===== src/rtl/reset_sequencer.sv =====
// Reset sequencer: steps through the full, instruction, IO and data reset phases for a
// software reset request, then returns a single response pulse to system control.
module reset_sequencer #(
    parameter int FULL_RESET_CYCLES = 16,
    parameter int ACK_TIMEOUT       = 255
) (
    input  logic       clk,
    input  logic       clk_en,
    input  logic       sync_rst,
    input  logic       SoftwareResetIn,
    input  logic [3:0] ResetVectorIn,
    input  logic       IOResetAck,
    input  logic       DataResetAck,
    output logic       FullResetOut,
    output logic       InstFlushOut,
    output logic       IOResetReq,
    output logic       DataResetReq,
    output logic       ResetResponseOut,
    output logic       Busy,
    output logic [1:0] TimeoutStatus
);

    localparam int MaxCount   = (FULL_RESET_CYCLES > ACK_TIMEOUT) ? FULL_RESET_CYCLES : ACK_TIMEOUT;
    localparam int CountWidth = $clog2(MaxCount + 1);

    localparam logic [CountWidth-1:0] FullLoad = CountWidth'(FULL_RESET_CYCLES - 1);
    localparam logic [CountWidth-1:0] AckLoad  = CountWidth'(ACK_TIMEOUT - 1);
    localparam logic [CountWidth-1:0] CountOne = CountWidth'(1);

    typedef enum logic [2:0] {
        IDLE,
        FULL,
        INST,
        IO,
        DATA,
        RESP
    } StateT;

    StateT                 state;
    StateT                 nextState;
    logic [CountWidth-1:0] count;
    logic [CountWidth-1:0] nextCount;
    logic [3:0]            vector;
    logic [3:0]            nextVector;
    logic [1:0]            timeoutReg;
    logic [1:0]            nextTimeout;

    // Vector bits are {Full, Inst, IO, Data}; the caller masks off phases already done.
    function automatic StateT firstPhase(input logic [3:0] pending);
        if (pending[3])      return FULL;
        else if (pending[2]) return INST;
        else if (pending[1]) return IO;
        else if (pending[0]) return DATA;
        else                 return RESP;
    endfunction

    function automatic logic [CountWidth-1:0] entryLoad(input StateT s);
        case (s)
            FULL:     return FullLoad;
            IO, DATA: return AckLoad;
            default:  return '0;
        endcase
    endfunction

    always_comb begin
        // NOTE: every variable gets a default first so no path leaves one unassigned and no latch is inferred.
        nextState   = state;
        nextCount   = count;
        nextVector  = vector;
        nextTimeout = timeoutReg;

        case (state)
            IDLE: begin
                if (SoftwareResetIn) begin
                    nextVector  = ResetVectorIn | {4{ResetVectorIn[3]}};
                    nextTimeout = '0;
                    nextState   = firstPhase(nextVector);
                end
            end
            FULL: begin
                if (count == '0) nextState = firstPhase(vector & 4'b0111);
                else             nextCount = count - CountOne;
            end
            INST: nextState = firstPhase(vector & 4'b0011);
            IO: begin
                // An ack on the last timeout cycle wins over the timeout.
                if (IOResetAck) begin
                    nextState = firstPhase(vector & 4'b0001);
                end else if (count == '0) begin
                    nextTimeout[0] = 1'b1;
                    nextState      = firstPhase(vector & 4'b0001);
                end else begin
                    nextCount = count - CountOne;
                end
            end
            DATA: begin
                if (DataResetAck) begin
                    nextState = RESP;
                end else if (count == '0) begin
                    nextTimeout[1] = 1'b1;
                    nextState      = RESP;
                end else begin
                    nextCount = count - CountOne;
                end
            end
            RESP:    nextState = IDLE;
            default: nextState = IDLE;
        endcase

        // Every phase entry reloads the counter, so it never wraps.
        if (nextState != state) nextCount = entryLoad(nextState);
    end

    always_ff @(posedge clk) begin
        // NOTE: sequential state uses non-blocking assignments so all flops update together on the edge.
        if (sync_rst) begin
            state            <= IDLE;
            count            <= '0;
            vector           <= '0;
            timeoutReg       <= '0;
            FullResetOut     <= 1'b0;
            InstFlushOut     <= 1'b0;
            IOResetReq       <= 1'b0;
            DataResetReq     <= 1'b0;
            ResetResponseOut <= 1'b0;
            Busy             <= 1'b0;
        end else if (clk_en) begin
            state            <= nextState;
            count            <= nextCount;
            vector           <= nextVector;
            timeoutReg       <= nextTimeout;
            // Outputs are registered copies of the state decode, so they hold with clk_en low.
            FullResetOut     <= (nextState == FULL);
            InstFlushOut     <= (nextState == INST);
            IOResetReq       <= (nextState == IO);
            DataResetReq     <= (nextState == DATA);
            ResetResponseOut <= (nextState == RESP);
            Busy             <= (nextState != IDLE);
        end
    end

    assign TimeoutStatus = timeoutReg;

endmodule


===== config.mk =====
export PLATFORM = sky130hd
export DESIGN_NAME = reset_sequencer
export DESIGN_NICKNAME = d
export VERILOG_FILES = /design/src/rtl/reset_sequencer.sv
export SDC_FILE = /design/constraint.sdc
export NUM_CORES = 1
export LEC_CHECK = 0
export CORE_MARGIN = 3
export CORE_UTILIZATION = 45
export CTS_CLUSTER_SIZE = 8
export DETAILED_ROUTE_END_ITERATION = 10
export PLACE_DENSITY = 0.79
export SETUP_SLACK_MARGIN = 0.15
export SYNTH_ARGS = -nofsm -noshare
export SYNTH_HDL_FRONTEND = slang
export SYNTH_SLANG_ARGS = --single-unit

===== constraint.sdc =====
create_clock -name clk -period 3.55 [get_ports clk]
set_input_delay 0.8875 -clock clk [delete_from_list [all_inputs] [get_ports clk]]
set_output_delay 0.8875 -clock clk [all_outputs]
set_load 0.01 [all_outputs]

* Word-level counts from Yosys, hierarchy flattened *
Index checks and enable logic that the tools add are counted.

storage, ports and cells
  input port bits = 10
  register bits after elaboration = 22
  output and inout port bits = 8
  logic and storage cells = 67

operators by class
  reduce and logical (&&, ||, !) cells = 11
  add/subtract/negate cells = 1
  multiplexer cells = 26
  bitwise operators = 1
  equality and inequality tests = 17

operator list
  cell                                                                number
  3-bit 2-to-1 mux                                                    11
  8-bit 2-to-1 mux                                                    4
  8-bit one-hot mux with 3 select lines                               1
  8-bit one-hot mux with 2 select lines                               1
  3-bit one-hot mux with 5 select lines                               1
  3-bit by 2-bit == test with 1-bit output, second input constant     4
  2-bit inequality test, second input constant                        5
  5-bit AND reduction                                                 2
  3-bit == test, second input constant                                3
  8-bit logical NOT                                                   1
  8-bit by 1-bit subtractor with 8-bit output, second input constant  1
  3-bit by 1-bit == test with 1-bit output, second input constant     2
  3-bit inequality test, second input constant                        2
  1-bit 2-to-1 mux                                                    5
  4-bit OR                                                            1
  1-bit one-hot mux with 2 select lines                               2
  4-bit AND reduction                                                 1
  2-bit nonzero test                                                  2
  4-bit nonzero test                                                  1
  3-bit logical NOT                                                   1
  3-bit inequality test                                               1
  3-bit AND reduction                                                 1
  3-bit nonzero test                                                  1
  2-bit 2-to-1 mux                                                    1
  2-bit OR reduction                                                  1

* Depth between registers and ports, before layout *
  depth after elaboration = 11
  gate-level depth with buffers = 11
  gate-level depth less buffers = 10

* Worst setup path after synthesis *
Ideal clock, no wire load.

  kind = input to register
  from = input SoftwareResetIn
  to = register count[3]
  setup time = 0.086 ns
  cell stages on the path = 7
  arrival = 2.509 ns
  slack = 0.955 ns
  required time = 3.464 ns
  path through = nor4b_2 o21a_1 a211oi_2 buf_6 nor4b_1 nor3_2 a221oi_2

on the way
  cells in the longest elaborated chain, start to end = 6
  elaborated cells on any way between the ends = 13
  those cells by class = eq/ne (6); mux (4); reduce/logical (3)

ends and longest elaborated chain
  item                                                                              line  source
  start: declaration                                                                10    input logic SoftwareResetIn,
  3-bit 2-to-1 mux (*)                                                              74    if (SoftwareResetIn) begin
  3-bit one-hot mux with 5 select lines (*)                                         72    case (state)
  3-bit by 2-bit == test with 1-bit output / 3-bit == test (equally long branches)  58    case (s)
  2-bit OR reduction                                                                58
  8-bit one-hot mux with 2 select lines                                             58
  8-bit 2-to-1 mux                                                                  111   if (nextState != state) nextCount = entryLoad(nextState);
  end signal: assignment                                                            129   count <= nextCount;
  end: declaration                                                                  41    logic [CountWidth-1:0] count;

Every way passes the cells marked *; elsewhere a longest branch is shown, timed or not.
A chain may end at the register's enable or synchronous reset.

* Final worst setup path *
  from = input IOResetAck
  to = register count[1]

on the way
  cells in the longest elaborated chain, start to end = 6
  elaborated cells on any way between the ends = 13
  those cells by class = eq/ne (6); mux (4); reduce/logical (3)

ends and longest elaborated chain
  item                                                                              line  source
  start: declaration                                                                12    input logic IOResetAck,
  3-bit 2-to-1 mux                                                                  87    if (IOResetAck) begin
  3-bit one-hot mux with 5 select lines                                             72
  3-bit by 2-bit == test with 1-bit output / 3-bit == test (equally long branches)  58
  2-bit OR reduction                                                                58
  8-bit one-hot mux with 2 select lines                                             58
  8-bit 2-to-1 mux                                                                  111

Parallel ways exist; a longest one is shown, timed or not.

==> out/qor.yml <==
number_of_cts_inserted_buffers: 3
port_buffers: 17
antenna_violating_nets_post_route: 0
met1Wirelength_um: 1430
detailedRoute.firstIterationViolations: 58
nFillCells: 255
die_h_um: 61.8
timing.critical_path.buf_inv: 1
cpLargestDelayFamily: "compound AO/OA/AOI/OAI gates"
synth_cells: 169
slowest_stage_delay_on_critical_path_ns: 0.51
timing.setup.critical_path_class: "in -> reg"
yosys_warnings: 0
total_leakage_power_uw: 0.000602
final_min_period_over_clock_period: 0.888
drc: 0
final_cell_mix: "sky130_fd_sc_hd__dfxtp_1 (22), sky130_fd_sc_hd__clkdlybuf4s50_1 (17), sky130_fd_sc_hd__nor2_1 (15), sky130_fd_sc_hd__nand2_1 (13), sky130_fd_sc_hd__nor3_1 (12)"
timing.fmax_mhz: 317
synth_cell_type_count: 46
worst_r2r_startpoint: "count[0]"
path_max_fanout: 5
start_kind: "primary input"
route.detailed.vias_per_inst: 6.21
initial_utilization: 0.490
die_x_um: 61.8
core_rows: 19
grt_setup_unrepaired: "no"
final_period_demand_of_the_worst_path_ns: 3.15
crit_arrival_ns: 3.33
cell_count_of_the_worst_hold_path: 2
placed_cell_area_sq_um: 1590
ctsHtreeMaxLevel: 1
regToRegSetupSlack_ns: 0.55
count_of_clock_tree_sinks: 22
totalPowerFinal_uw: 1510
number_of_global_route_vias_before_repair: 1276
worst_clock_skew_ns: 0.00263
timing.max_cap.violations: 0
path_cells: "clkdlybuf4s50_1 > a21oi_1 > a211o_1 > a211oi_2 > mux2i_1 > o21ai_2 > nor3_2 > a221oi_1"
drt-wirelength-per-cell_um: 14.8
run_status: "complete, no violations"
critical_path.endpoint_type: "flip-flop"
clkSlewWorstSetupHoldPaths_ns: 0.13
top_signal_layer_used: "met4"
layout.cell_area.non_filler_sq_um: 1640
power_density_nw_per_um2: 918
synth.cell_area_sq_um: 1400
tritoncts: "yes"
post_layout_worst_setup_margin_ns: 0.399
diodes: 0
timing.critical_path.required_ns: 3.73
cts-resized-gates: 0
post-cts-setup-buffers: 0
syn_area_per_cell_sq_um: 8.28
layout_commonest_cell: "sky130_fd_sc_hd__dfxtp_1"
postSynthRegisterBits: 22
placement.setup.worst_slack_ns: 0.105
irDropWorstVdd_uv: 417
synth_sequential_area_ratio: 0.315
worst_hold_path_type: "reg -> reg"
setup_violations: 0
detailroute.wirelength.met2_um: 1590
final_number_of_hold_violating_endpoints: 0
worstReg2RegEnd: "count[1]"
postSynth.topFlopCell: "sky130_fd_sc_hd__dfxtp_1"
timing.max_slew.rel_slack: 0.459
wl_met3_um: 121
hold_slack_ns: 0.481
vias: 1347
count_of_final_max_slew_check_failures: 0
clkLatencyLatePin_ns: 0.32
drt_pre_antenna_iters: 4
clk_path_buf_depth: 2
whs_endpoint: "ResetResponseOut"
synth_edf_count: 0
cts_root_buffer: "sky130_fd_sc_hd__clkbuf_4"
grt_antenna_before_repair: 0
post_route_cells_drive_above_1_share: 0.129
globalRouteTotalUtil: 0.195
finish.net_count: 198
die-area_sq_um: 3810
first_pass_grt_wire_length_um: 5640
finalWeightedCongestion: 0.855
overflow: 0
fp.coreArea_sq_um: 2850
cpMaxStageDelayCell: "sky130_fd_sc_hd__clkdlybuf4s50_1"
worst_slew_pin_slew_ns: 0.808
post_cts_hold_buffer_count: 0
synth_fp_nets: 180
wl_um: 3220
syn2layout_area_growth_pct: 17.3
top_level_ports: 18
synth-async-reset-ratio: 0
grt_max_degree: 23
estimated_wirelength_of_the_detail_placed_design_um: 2370
totalNegativeSetupSlack_ns: 0
worst-r2r-cell-count: 10
worst_hold_startpoint: "ResetResponseOut"
worst reg2reg max path, cell delays in order, from the launching register on:
cell and delay [ns]:
sky130_fd_sc_hd__dfxtp_1 0.33, sky130_fd_sc_hd__inv_1 0.09, sky130_fd_sc_hd__ha_1 0.23, sky130_fd_sc_hd__nor3b_2 0.28, sky130_fd_sc_hd__nand2_2 0.19, sky130_fd_sc_hd__a211o_1 0.29
sky130_fd_sc_hd__a211oi_2 0.36, sky130_fd_sc_hd__mux2i_1 0.42, sky130_fd_sc_hd__o21ai_2 0.18, sky130_fd_sc_hd__nor3_2 0.35, sky130_fd_sc_hd__a221oi_1 0.14
metal layers:
metal | up-vias | track usage
met5 | - | 0
met4 | 0 | 0.0939
met3 | 9 | 0.0331
met2 | 44 | 0.326
met1 | 637 | 0.243
li1 | 657 | -
final cells by class:
| cell class | instances | area [sq um] | area share |
|---|---|---|---|
| multi-input cells | 128 | 867 | 0.529 |
| flip-flops and latches | 22 | 440 | 0.268 |
| repair buffers | 21 | 200 | 0.122 |
| inverters | 11 | 41.3 | 0.0252 |
| well taps | 31 | 38.8 | 0.0236 |
| clock inverters | 1 | 30.0 | 0.0183 |
| clock buffers | 3 | 22.5 | 0.0137 |
cell usage after synthesis, drive strengths merged, types with 6 or more instances:
cell	instances	area [sq um]
a211oi	6	50.1
a21oi	11	55.1
a221oi	8	82.6
dfxtp	22	440
inv	11	41.3
mux2i	6	60.1
nand2	14	55.1
nand2b	7	43.8
nand3	6	30.0
nor2	16	62.6
nor3	13	70.1
o21ai	11	62.6
state kept, by name, indices dropped and copies added, names as in the netlist:
signal	cells
InstFlushOut	1
ResetResponseOut	1
TimeoutStatus	2
DataResetReq	1
state	3
count	8
vector	3
FullResetOut	1
Busy	1
IOResetReq	1
power by group:
part / switching, uW / internal, uW / total [uW]
logic: 528 / 391 / 919
clock network: 83.1 / 114 / 197
registers: 72.7 / 317 / 389
total: 684 / 823 / 1510
through the flow:
step / std cells / utilization
final: 217 / 0.575
after global routing: 217 / 0.575
after CTS: 217 / 0.575
after detailed placement: 213 / 0.557
after global placement: 213 / 0.557
after floorplan: 169 / -
worst max path at each step:
stage	from	endpoint	depth (start not counted)
final	IOResetAck	count[1]	8
after global routing	IOResetAck	count[5]	8
after CTS	IOResetAck	count[1]	8
after detailed placement	IOResetAck	count[1]	8
after global placement	IOResetAck	count[1]	8
after floorplan	SoftwareResetIn	count[3]	7
cells by family (layout without fill, tap and decap cells):
family / count (synthesis) / count (layout) / share of synthesized area
compound gates: 51 / 51 / 0.288
fa+ha+maj: 1 / 1 / 0.00894
buf+inv: 19 / 36 / 0.0653
flops: 22 / 22 / 0.315
mux: 6 / 6 / 0.0429
simple gates: 70 / 70 / 0.280
(Power assumes the default switching activity.)
